File: src/rtl/meter_display_if.sv
// Display-side bus of meter_display: binary count in, seven-segment drive and busy out.
interface meter_display_if;
    logic [15:0] count;
    logic [6:0]  seg;
    logic [3:0]  an;
    logic        dp;
    logic        busy;

    modport master (output count, input seg, input an, input dp, input busy);
    modport slave  (input count, output seg, output an, output dp, output busy);
endinterface

File: src/rtl/meter_display.sv
// Parking-meter display: sequential double-dabble BCD conversion, 4-digit muxed seven-segment drive, low-time blink.
// Optional build macro LEADING_ZERO_BLANK_EN blanks leading-zero digits above the ones digit.
module meter_display #(
    parameter int REFRESH_COUNT  = 100000,
    parameter int HALF_SEC_COUNT = 50000000,
    parameter int LOW_THRESHOLD  = 200
) (
    input  logic            clk,
    input  logic            reset,
    meter_display_if.slave  bus
);
    localparam int RW = (REFRESH_COUNT  > 1) ? $clog2(REFRESH_COUNT)  : 1;
    localparam int HW = (HALF_SEC_COUNT > 1) ? $clog2(HALF_SEC_COUNT) : 1;
    localparam logic [RW-1:0] REFRESH_LAST = RW'(REFRESH_COUNT - 1);
    localparam logic [HW-1:0] HALF_LAST    = HW'(HALF_SEC_COUNT - 1);
    localparam logic [15:0]   LOW_T        = 16'(LOW_THRESHOLD);

    typedef enum logic [1:0] {S_IDLE, S_SHIFT, S_DONE} state_t;

    state_t      r_state, w_state_nxt;
    logic [15:0] r_bin, w_bin_nxt;
    logic [15:0] r_scratch, w_scratch_nxt;
    logic [3:0]  r_iter, w_iter_nxt;
    logic        r_cap_zero, w_cap_zero_nxt;
    logic        r_cap_low, w_cap_low_nxt;
    logic        w_load;
    logic [15:0] r_bcd_q;
    logic        r_zero, r_low;

    logic [15:0] w_sat;
    logic [15:0] w_adj;

    logic [RW-1:0] r_refresh;
    logic [1:0]    r_idx;
    logic [HW-1:0] r_half;
    logic [1:0]    r_phase;

    logic [3:0] w_nib;
    logic [6:0] w_seg;
    logic       w_vis;
    logic       w_lead_zero;
    logic [3:0] r_an;
    logic [6:0] r_seg;

    assign w_sat = (bus.count > 16'd9999) ? 16'd9999 : bus.count;

    always_comb begin
        w_adj = r_scratch;
        for (int i = 0; i < 4; i++) begin
            if (r_scratch[i*4 +: 4] >= 4'd5)
                w_adj[i*4 +: 4] = r_scratch[i*4 +: 4] + 4'd3;
        end
    end

    always_comb begin
        w_state_nxt    = r_state;
        w_bin_nxt      = r_bin;
        w_scratch_nxt  = r_scratch;
        w_iter_nxt     = r_iter;
        w_cap_zero_nxt = r_cap_zero;
        w_cap_low_nxt  = r_cap_low;
        w_load         = 1'b0;
        case (r_state)
            S_IDLE: begin
                w_bin_nxt      = w_sat;
                w_scratch_nxt  = 16'h0000;
                w_iter_nxt     = 4'd0;
                w_cap_zero_nxt = (w_sat == 16'd0);
                w_cap_low_nxt  = (w_sat != 16'd0) && (w_sat < LOW_T);
                w_state_nxt    = S_SHIFT;
            end
            S_SHIFT: begin
                {w_scratch_nxt, w_bin_nxt} = {w_adj[14:0], r_bin, 1'b0};
                w_iter_nxt = r_iter + 4'd1;
                if (r_iter == 4'd15)
                    w_state_nxt = S_DONE;
            end
            S_DONE: begin
                w_load      = 1'b1;
                w_state_nxt = S_IDLE;
            end
            default: w_state_nxt = S_IDLE;
        endcase
    end

    always_ff @(posedge clk) begin
        if (reset) begin
            r_state    <= S_IDLE;
            r_bin      <= 16'h0000;
            r_scratch  <= 16'h0000;
            r_iter     <= 4'd0;
            r_cap_zero <= 1'b0;
            r_cap_low  <= 1'b0;
        end else begin
            r_state    <= w_state_nxt;
            r_bin      <= w_bin_nxt;
            r_scratch  <= w_scratch_nxt;
            r_iter     <= w_iter_nxt;
            r_cap_zero <= w_cap_zero_nxt;
            r_cap_low  <= w_cap_low_nxt;
        end
    end

    // Blink status travels with the value it was computed from, so digits and blink never disagree.
    always_ff @(posedge clk) begin
        if (reset) begin
            r_bcd_q <= 16'h0000;
            r_zero  <= 1'b0;
            r_low   <= 1'b0;
        end else if (w_load) begin
            r_bcd_q <= r_scratch;
            r_zero  <= r_cap_zero;
            r_low   <= r_cap_low;
        end
    end

    always_ff @(posedge clk) begin
        if (reset) begin
            r_refresh <= '0;
            r_idx     <= 2'd0;
        end else if (r_refresh == REFRESH_LAST) begin
            r_refresh <= '0;
            r_idx     <= r_idx + 2'd1;
        end else begin
            r_refresh <= r_refresh + 1'b1;
        end
    end

    always_ff @(posedge clk) begin
        if (reset) begin
            r_half  <= '0;
            r_phase <= 2'd0;
        end else if (r_half == HALF_LAST) begin
            r_half  <= '0;
            r_phase <= r_phase + 2'd1;
        end else begin
            r_half  <= r_half + 1'b1;
        end
    end

    assign w_nib = r_bcd_q[{r_idx, 2'b00} +: 4];

    always_comb begin
        w_seg = 7'h7F;
        case (w_nib)
            4'd0: w_seg = 7'h40;
            4'd1: w_seg = 7'h79;
            4'd2: w_seg = 7'h24;
            4'd3: w_seg = 7'h30;
            4'd4: w_seg = 7'h19;
            4'd5: w_seg = 7'h12;
            4'd6: w_seg = 7'h02;
            4'd7: w_seg = 7'h78;
            4'd8: w_seg = 7'h00;
            4'd9: w_seg = 7'h10;
            default: w_seg = 7'h7F;
        endcase
    end

    always_comb begin
        w_vis = 1'b1;
        if (r_zero)
            w_vis = ~r_phase[0];
        else if (r_low)
            w_vis = ~r_phase[1];
    end

`ifdef LEADING_ZERO_BLANK_EN
    // A digit is a leading zero when it and every digit above it are zero; the ones digit always shows.
    always_comb begin
        w_lead_zero = 1'b0;
        case (r_idx)
            2'd1: w_lead_zero = (r_bcd_q[15:4]  == 12'h000);
            2'd2: w_lead_zero = (r_bcd_q[15:8]  == 8'h00);
            2'd3: w_lead_zero = (r_bcd_q[15:12] == 4'h0);
            default: w_lead_zero = 1'b0;
        endcase
    end
`else
    assign w_lead_zero = 1'b0;
`endif

    always_ff @(posedge clk) begin
        if (reset) begin
            r_an  <= 4'b1111;
            r_seg <= 7'h7F;
        end else if (!w_vis) begin
            r_an  <= 4'b1111;
            r_seg <= 7'h7F;
        end else begin
            r_an  <= ~(4'b0001 << r_idx);
            r_seg <= w_lead_zero ? 7'h7F : w_seg;
        end
    end

    assign bus.an   = r_an;
    assign bus.seg  = r_seg;
    assign bus.dp   = 1'b1;
    assign bus.busy = (r_state != S_IDLE);
endmodule

File: src/flat_wrapper.sv
// flat-port wrapper written by rule: the top's interface ports become plain ports
module meter_display_flat 
#(
    parameter int REFRESH_COUNT  = 100000,
    parameter int HALF_SEC_COUNT = 50000000,
    parameter int LOW_THRESHOLD  = 200
)
  (clk, reset, bus_count, bus_seg, bus_an, bus_dp, bus_busy);
  meter_display_if bus_i ();
  input  logic clk;
  input  logic reset;
  input wire logic [$bits(bus_i.count)-1:0] bus_count;
  output wire logic [$bits(bus_i.seg)-1:0] bus_seg;
  output wire logic [$bits(bus_i.an)-1:0] bus_an;
  output wire logic [$bits(bus_i.dp)-1:0] bus_dp;
  output wire logic [$bits(bus_i.busy)-1:0] bus_busy;
  assign bus_i.count = bus_count;
  assign bus_seg = bus_i.seg;
  assign bus_an = bus_i.an;
  assign bus_dp = bus_i.dp;
  assign bus_busy = bus_i.busy;
  meter_display #(.REFRESH_COUNT(REFRESH_COUNT), .HALF_SEC_COUNT(HALF_SEC_COUNT), .LOW_THRESHOLD(LOW_THRESHOLD)) u_core (.clk(clk), .reset(reset), .bus(bus_i));
endmodule
File: config.mk
export PLATFORM = sky130hd
export DESIGN_NAME = meter_display_flat
export DESIGN_NICKNAME = d
export VERILOG_FILES = /design/src/rtl/meter_display_if.sv /design/src/rtl/meter_display.sv /design/src/flat_wrapper.sv
export SDC_FILE = /design/constraint.sdc
export NUM_CORES = 1
export LEC_CHECK = 0
export CAP_MARGIN = 25
export CORE_AREA = 2 2 125 127
export CTS_BUF_LIST = sky130_fd_sc_hd__clkbuf_4
export CTS_CLUSTER_SIZE = 14
export DETAILED_ROUTE_END_ITERATION = 12
export DIE_AREA = 0 0 127 129
export PLACE_DENSITY = 0.49
export SETUP_SLACK_MARGIN = 0.5
export SLEW_MARGIN = 15
export SYNTH_ARGS = -nofsm -noshare
export SYNTH_HDL_FRONTEND = slang
export SYNTH_SLANG_ARGS = --single-unit
File: constraint.sdc
create_clock -name clk -period 2.4 [get_ports clk]
set_input_delay 0.24 -clock clk [delete_from_list [all_inputs] [get_ports clk]]
set_output_delay 0.24 -clock clk [all_outputs]
set_load 0.05 [all_outputs]
==> metrics.txt, run 1 <==
# TYPE chip_impl_metric gauge
chip_impl_metric{name="hold_viol_final",unit=""} 0
chip_impl_metric{name="tritoncts.num_buffers",unit=""} 17
chip_impl_metric{name="clock_slew_at_reported_path_ffs",unit="ns"} 0.10
chip_impl_metric{name="antenna_violations_before_repair",unit=""} 0
chip_impl_metric{name="fill_cells",unit=""} 1552
chip_impl_metric{name="vias_per_cell",unit=""} 4.987
chip_impl_metric{name="yosys.area_share.adder",unit="%"} 4.837
chip_impl_metric{name="postSynthRegisterBits",unit=""} 116
chip_impl_metric{name="dieArea",unit="mm²"} 0.01638
chip_impl_metric{name="fin_cells",unit=""} 846
chip_impl_metric{name="p_leak",unit="nW"} 2.175
chip_impl_metric{name="postSynthAreaPerCell",unit="µm²"} 8.454
chip_impl_info{name="setup.worst_path.start_class",value="flop"} 1
chip_impl_metric{name="synth_xor_area_share",unit="%"} 8.464
chip_impl_metric{name="rr_worst_depth",unit=""} 6
chip_impl_metric{name="min_path_cells",unit=""} 4
chip_impl_metric{name="setup_viol",unit=""} 0
chip_impl_metric{name="placed_cells",unit=""} 812
chip_impl_metric{name="max-clock-path-buffers",unit=""} 2
chip_impl_metric{name="global_route.usage.met2",unit="%"} 22.80
chip_impl_info{name="hold_path.startpoint",value="reset"} 1
chip_impl_info{name="hp-class",value="in2reg"} 1
chip_impl_metric{name="ir_drop",unit="mV"} 0.2367
chip_impl_metric{name="antenna_violating_nets_post_route",unit=""} 0
chip_impl_metric{name="final_number_of_max_transition_violations",unit=""} 0
chip_impl_metric{name="placeableCoreArea",unit="mm²"} 0.01498
chip_impl_metric{name="worst_tran_pin_value",unit="ns"} 0.6343
chip_impl_metric{name="antenna-diode-count",unit=""} 0
chip_impl_metric{name="cts_htree_levels",unit=""} 4
chip_impl_info{name="status",value="finished, final reports clean"} 1
chip_impl_metric{name="floorplan.die.height",unit="µm"} 129
chip_impl_metric{name="worst-endpoint-required",unit="ns"} 2.82
chip_impl_metric{name="post_synth_inst_count",unit=""} 612
chip_impl_metric{name="routed_wirelength",unit="µm"} 10850
chip_impl_metric{name="netlist-cell-type-count",unit=""} 48
chip_impl_metric{name="synth-edff-count",unit=""} 0
chip_impl_info{name="dominant_combinational_cell_family_by_area_after_synthesis",value="simple AND/OR/NAND/NOR gates"} 1
chip_impl_metric{name="num_rows",unit=""} 45
chip_impl_metric{name="place_worst_setup_slack",unit="ns"} 0.09390
chip_impl_metric{name="power.total",unit="mW"} 3.380
chip_impl_info{name="clk_root_buffer_cell",value="clkbuf_4"} 1
chip_impl_metric{name="max_cap_viol_count",unit=""} 0
chip_impl_info{name="setup_repair_after_global_routing_missed_its_margin",value="no"} 1
chip_impl_metric{name="num_vias",unit=""} 4219
chip_impl_info{name="regToRegEndpoint",value="u_core.r_half[23]"} 1
chip_impl_info{name="worst-setup-path-type",value="reg2reg"} 1
chip_impl_metric{name="drc",unit=""} 0
chip_impl_metric{name="gp_congestion",unit=""} 0.8121
chip_impl_info{name="main_synth_ff_type",value="dfxtp_1"} 1
chip_impl_metric{name="crit_arrival",unit="ns"} 2.24
chip_impl_metric{name="pin_count_of_the_biggest_net_entering_global_routing",unit=""} 63
chip_impl_metric{name="final_critical_path_setup_slack",unit="ns"} 0.5737
chip_impl_metric{name="drive_gt1_share",unit="%"} 10.18
chip_impl_metric{name="finalCritPeriodShare",unit="%"} 76.09
chip_impl_metric{name="grt_overflow_total",unit=""} 0
chip_impl_metric{name="async_flop_share",unit="%"} 0
chip_impl_metric{name="clk-insertion-delay-late",unit="ns"} 0.53
chip_impl_metric{name="detailedPlacementHpwl",unit="µm"} 7221
chip_impl_metric{name="tritoncts_num_sinks",unit=""} 116
chip_impl_metric{name="reg2reg_setup_slack",unit="ns"} 0.57
chip_impl_info{name="gr-max-usage-layer",value="met2"} 1
chip_impl_metric{name="compound_gate_fraction_of_synth_area",unit="%"} 11.15
chip_impl_metric{name="post_synthesis_share_of_cell_area_spent_on_and_or_nand_and_nor_gates",unit="%"} 23.72
chip_impl_metric{name="grt_pass1_wl",unit="µm"} 18330
chip_impl_metric{name="multiInputGateArea",unit="mm²"} 0.002671
chip_impl_metric{name="power_density",unit="mW/mm²"} 565.3
chip_impl_metric{name="finClkSkew",unit="ns"} 0.01462
chip_impl_metric{name="worst_slew_margin_rel",unit="%"} 57.72
chip_impl_metric{name="timing.setup.tns",unit="ns"} 0
chip_impl_info{name="min_to",value="u_core.bus.an[1]"} 1
chip_impl_metric{name="final.hold.worst_slack",unit="ns"} 0.1671
chip_impl_metric{name="initial_core_util",unit="%"} 34.54
chip_impl_metric{name="gr-usage-all-layers",unit="%"} 13.89
chip_impl_metric{name="floorplan.die.width",unit="µm"} 127
chip_impl_metric{name="synth_fp_nets",unit=""} 650
chip_impl_metric{name="synthesis.area",unit="mm²"} 0.005174
chip_impl_metric{name="drt-initial-drc-count",unit=""} 202
chip_impl_metric{name="synth_sequential_area_ratio",unit="%"} 44.89
chip_impl_metric{name="max_clock_freq",unit="GHz"} 0.5476
chip_impl_metric{name="use_met1",unit="%"} 17.13
chip_impl_metric{name="flow.area_growth_from_synthesis",unit="%"} 15.57
chip_impl_metric{name="ys.warnings.count",unit=""} 0
chip_impl_metric{name="post-route-min-period",unit="ns"} 1.826
chip_impl_info{name="r2r-start",value="u_core.r_half[11]"} 1
chip_impl_metric{name="finalNetCount",unit=""} 685
chip_impl_info{name="critical_path.endpoint_type",value="flop"} 1
chip_impl_metric{name="first_pass_iters",unit=""} 7
chip_impl_info{name="tritoncts",value="done"} 1
chip_impl_metric{name="io_pins",unit=""} 31
chip_impl_metric{name="synth.area.mux_share",unit="%"} 2.515
chip_impl_metric{name="avgRoutedWirePerCell",unit="µm"} 12.83
chip_impl_metric{name="worstPathMaxFanout",unit=""} 12
chip_impl_metric{name="seq_area",unit="mm²"} 0.002330
chip_impl_metric{name="count_of_buffers_inserted_at_the_top_level_ports",unit=""} 29
chip_impl_metric{name="met3_usage",unit="%"} 3.825
chip_impl_metric{name="first_global_vias",unit=""} 3972
[synth_stat cells (2+ instances only)]
library cell | number | area (µm²)
dfxtp_1 | 116 | 2322
nor2_1 | 98 | 367.9
nand2_1 | 85 | 319.1
a21oi_1 | 40 | 200.2
xor2_1 | 31 | 271.5
nand3_1 | 23 | 115.1
clkbuf_1 | 21 | 78.83
ha_1 | 20 | 250.2
inv_1 | 19 | 71.32
nor3_1 | 19 | 95.09
xnor2_1 | 19 | 166.4
o21ai_0 | 15 | 75.07
a22oi_1 | 12 | 90.09
and3_1 | 11 | 68.82
nand4_1 | 10 | 62.56
a221oi_1 | 6 | 52.55
nor4_1 | 5 | 31.28
o221ai_1 | 5 | 43.79
a21o_1 | 4 | 30.03
mux2i_1 | 4 | 40.04
nand2b_1 | 4 | 25.02
and2_1 | 3 | 18.77
buf_1 | 3 | 11.26
buf_2 | 3 | 15.01
mux4_2 | 3 | 67.56
o311ai_0 | 3 | 26.28
or4_1 | 3 | 22.52
a211oi_1 | 2 | 15.01
buf_8 | 2 | 30.03
mux2_2 | 2 | 22.52
o211ai_1 | 2 | 15.01
or2_2 | 2 | 12.51
or3_1 | 2 | 12.51
[registers in the layout (all words and copies together), names as in the netlist]
signal	flops
u_core.bus.an	4
u_core.r_scratch	16
u_core.r_state	2
u_core.r_refresh	17
u_core.r_iter	4
u_core.r_half	26
u_core.r_bcd_q	16
u_core.r_cap_zero	1
u_core.r_idx	2
u_core.r_low	1
u_core.bus.seg	7
u_core.r_cap_low	1
u_core.r_bin	16
u_core.r_phase	2
u_core.r_zero	1
[through the flow]
step	instance area [µm²]	utilization, %
after detailed placement	5655	37.76
after global placement	5655	37.76
final	5979	39.92
after floorplan	5174	-
after CTS	5904	39.42
after global routing	5979	39.92
[timing repair]
action                     CTS  global route
hold buffers                 1             0
setup endpoints to repair   39            45
pin swaps                    2             2
resized for setup           16            13
hold endpoints to repair     3             0
buffers inserted             2             0
gates cloned                 0             1
[worst max path at each step]
stage	from	to	slack, ns
3_5_place_dp	bus_count[15]	u_core.r_bin[6]	0.09
5_1_grt	u_core.r_half[18]	u_core.r_half[23]	0.50
4_1_cts	u_core.r_half[10]	u_core.r_half[7]	0.49
6_report	u_core.r_half[11]	u_core.r_half[23]	0.57
2_1_floorplan	u_core.r_half[11]	u_core.r_half[11]	0.60
3_3_place_gp	bus_count[15]	u_core.r_bin[12]	0.16
[layer usage]
layer / wire [µm] / vias up / part of all wire, %
met4: 181 / 0 / 1.7
met2: 4959 / 89 / 46
li1: - / 2159 / -
met3: 392 / 15 / 3.6
met5: 0 / - / 0
met1: 5317 / 1956 / 49
[layout make-up]
type,count,area share [%]
multi-input cells,446,44.67
inverters,19,1.193
flip-flops and latches,116,38.96
clock inverters,9,1.088
repair buffers,47,7.512
clock buffers,21,2.637
well taps,188,3.934
[report_power, final]
part / leakage [nW] / internal (mW) / switching [mW]
clock network: 0.133 / 0.527 / 0.684
logic: 1.10 / 0.0797 / 0.118
registers: 0.944 / 1.95 / 0.0189
[cell families after synthesis]
logic type | count (synthesis)
AND/OR/NAND/NOR | 273
flip-flops | 116
AO/OA/AOI/OAI | 93
XOR/XNOR | 50
buffers and inverters | 50
adder cells (fa/ha/maj) | 20
multiplexers | 9
other | 1
[layout by cell type, fill, tap and decap left out, drive strengths merged, types with 3 or more instances in the layout]
cell             n
a21o             4
a21oi           40
a221oi           6
a22oi           12
and2             3
and3            11
buf             18
clkbuf          22
clkdlybuf4s50   16
clkinv           8
dfxtp          116
dlygate4sd2     11
ha              20
inv             19
mux2i            4
mux4             3
nand2           85
nand2b           4
nand3           23
nand4           10
nor2            98
nor3            20
nor4             6
o21ai           16
o221ai           5
o311ai           3
or2              3
or4              3
xnor2           19
xor2            31
[worst max-delay path: stages, from the launching register on]
cell	delay (ns)
dfxtp_2	0.35
or4b_4	0.55
nor4_4	0.25
and3_4	0.22
or2_4	0.15
clkbuf_16	0.16
nor2_1	0.04
(Power assumes the default switching activity.)
==> run 2, diff against run 1 <==
clock period = 1.9 ns   (was 2.4 ns; I/O delays follow)
==> run 2 against run 1 <==
Design area increased by 15%. Maximum frequency increased by 2.9%. Largest power group unchanged. Clock skew increased by 0.00085 ns. Cell count increased by 5.1%. Critical path depth unchanged. Global-route usage increased by 1.1 points. Power increased by 32%. Sequential cell count unchanged. Die area unchanged. Sequential share of layout area decreased by 4.6 points.
==> metrics.txt, run 2 (synthesized netlist as in run 1, its figures left out) <==
# TYPE chip_impl_metric gauge
chip_impl_metric{name="clock_slew_at_reported_path_ffs",unit="ns"} 0.09
chip_impl_metric{name="cts_htree_levels",unit=""} 4
chip_impl_metric{name="crit_path_max_incr_delay",unit="ns"} 0.54
chip_impl_metric{name="max_cap_viol_count",unit=""} 0
chip_impl_info{name="cp_cell_sequence",value="or4b_4 -> nor4_4 -> and3_4 -> or2_4 -> buf_12 -> nor2_1"} 1
chip_impl_metric{name="tritoncts_num_sinks",unit=""} 116
chip_impl_info{name="clk_root_buffer_cell",value="clkbuf_4"} 1
chip_impl_metric{name="clk-insertion-delay-late",unit="ns"} 0.52
chip_impl_metric{name="flow.area_growth_from_synthesis",unit="%"} 32.74
chip_impl_metric{name="worst_tran_pin_value",unit="ns"} 0.6003
chip_impl_metric{name="dieArea",unit="mm²"} 0.01638
chip_impl_metric{name="crit_arrival",unit="ns"} 2.18
chip_impl_info{name="setup.worst_path.start_class",value="flop"} 1
chip_impl_info{name="hp-class",value="in2reg"} 1
chip_impl_metric{name="grt_overflow_total",unit=""} 0
chip_impl_info{name="layout.cells.most_common",value="dfxtp_1"} 1
chip_impl_metric{name="timing.setup.tns",unit="ns"} 0
chip_impl_metric{name="initial_core_util",unit="%"} 34.54
chip_impl_metric{name="final_core_utilization",unit="%"} 45.86
chip_impl_metric{name="num_vias",unit=""} 4395
chip_impl_metric{name="p_leak",unit="nW"} 2.532
chip_impl_metric{name="finClkSkew",unit="ns"} 0.01548
chip_impl_info{name="setup_repair_after_global_routing_missed_its_margin",value="yes"} 1
chip_impl_metric{name="io_pins",unit=""} 31
chip_impl_metric{name="routed_wirelength",unit="µm"} 11700
chip_impl_metric{name="finalNetCount",unit=""} 726
chip_impl_metric{name="ir_drop",unit="mV"} 0.3783
chip_impl_metric{name="setup_viol",unit=""} 0
chip_impl_metric{name="drc",unit=""} 0
chip_impl_metric{name="gr-usage-all-layers",unit="%"} 15.03
chip_impl_metric{name="vias_per_cell",unit=""} 4.944
chip_impl_metric{name="drive_gt1_share",unit="%"} 27.57
chip_impl_metric{name="hold_viol_final",unit=""} 0
chip_impl_metric{name="final_number_of_max_transition_violations",unit=""} 0
chip_impl_metric{name="power_density",unit="mW/mm²"} 651.7
chip_impl_metric{name="placeableCoreArea",unit="mm²"} 0.01498
chip_impl_info{name="mostFrequentLayoutCells",value="dfxtp_1, nor2_1, nand2_1"} 1
chip_impl_metric{name="gp_congestion",unit=""} 0.7758
chip_impl_metric{name="avgRoutedWirePerCell",unit="µm"} 13.16
chip_impl_metric{name="max-clock-path-buffers",unit=""} 2
chip_impl_info{name="most_flop_heavy_register",value="u_core.r_half"} 1
chip_impl_metric{name="largest_reg_flops",unit=""} 26
chip_impl_metric{name="worst-endpoint-required",unit="ns"} 2.31
chip_impl_info{name="worst-setup-path-type",value="reg2reg"} 1
chip_impl_metric{name="post-route-min-period",unit="ns"} 1.775
chip_impl_info{name="critical_path.endpoint_type",value="flop"} 1
chip_impl_metric{name="detailedPlacementHpwl",unit="µm"} 7425
chip_impl_metric{name="finalCritPeriodShare",unit="%"} 93.44
chip_impl_info{name="status",value="finished, final reports clean"} 1
chip_impl_metric{name="num_rows",unit=""} 45
chip_impl_metric{name="max_clock_freq",unit="GHz"} 0.5633
chip_impl_metric{name="floorplan.die.height",unit="µm"} 129
chip_impl_metric{name="floorplan.die.width",unit="µm"} 127
chip_impl_info{name="reg.largest.list",value="u_core.r_half x26, u_core.r_refresh x17"} 1
chip_impl_metric{name="first_pass_iters",unit=""} 5
chip_impl_metric{name="final.hold.worst_slack",unit="ns"} 0.1487
chip_impl_metric{name="worstPathMaxFanout",unit=""} 13
chip_impl_metric{name="antenna_violations_before_repair",unit=""} 1
chip_impl_info{name="crit_path_top_delay_cell",value="or4b_4"} 1
chip_impl_info{name="tritoncts",value="done"} 1
chip_impl_metric{name="tritoncts.num_buffers",unit=""} 17
chip_impl_metric{name="drt-initial-drc-count",unit=""} 197
chip_impl_metric{name="antenna_violating_nets_post_route",unit=""} 0
chip_impl_metric{name="worst_slew_margin_rel",unit="%"} 59.94
chip_impl_metric{name="pin_count_of_the_biggest_net_entering_global_routing",unit=""} 59
chip_impl_metric{name="grt_pass1_wl",unit="µm"} 19740
chip_impl_metric{name="first_global_vias",unit=""} 4222
chip_impl_metric{name="count_of_buffers_inserted_at_the_top_level_ports",unit=""} 29
run 2: worst max-delay path, delay by kind of cell, from the launching register on:
kind	cells	cell delay, ns
DFF	1	0.33
and+or+nand+nor	5	1.21
buffers and inverters	1	0.14
run 2: cell type report:
type                       count  area, µm²
timing repair buffer          88      813.3
multi-input combinational    446       3113
fill                        1507       8109
clock inverter                 8      85.08
sequential                   116       2362
inverter                      19      83.83
tap                          188      235.2
clock buffer                  23      172.7
antenna                        1      2.502
run 2: metal layers:
metal	track usage (%)	routed length (µm)	share of wire, %
met5	0	0	0
met4	6.658	198	1.7
met3	4.116	412	3.5
met2	23.88	5408	46
met1	19.24	5679	49
run 2: what timing repair did:
| item | 4_1_cts | 5_1_grt |
|---|---|---|
| hold buffers | 1 | 0 |
| endpoints found under the setup margin | 99 | 90 |
| buffers inserted | 14 | 13 |
| gates cloned | 1 | 0 |
| endpoints found under the hold margin | 7 | 0 |
| resized for setup | 92 | 73 |
| pin swaps | 15 | 40 |
run 2: final timing paths:
path                                         from  cells after the start  slack (ns)                end
worst max-delay path            u_core.r_half[16]                      6        0.12  u_core.r_half[16]
worst min-delay path                bus_count[12]                      4        0.15   u_core.r_bin[12]
worst max register to register  u_core.r_half[16]                      6        0.12  u_core.r_half[16]
worst min register to register   u_core.r_half[0]                      1        0.45   u_core.r_half[0]
run 2: power by group:
part	internal (mW)	switching, mW	leakage [nW]
clock	0.841	0.852	0.148
combinational	0.128	0.167	1.43
sequential	2.46	0.0285	0.952
run 2: through the flow:
stage               std cells  cell area, µm²  total power [mW]  setup slack, ns
floorplan                 612            5368             2.716           0.1087
global placement          828            5962             2.827         -0.01260
detailed placement        828            5962             2.832         -0.02366
CTS                       875            6457             4.567          0.06809
global route              889            6868             4.701          0.06955
finish                    889            6868             4.476           0.1247
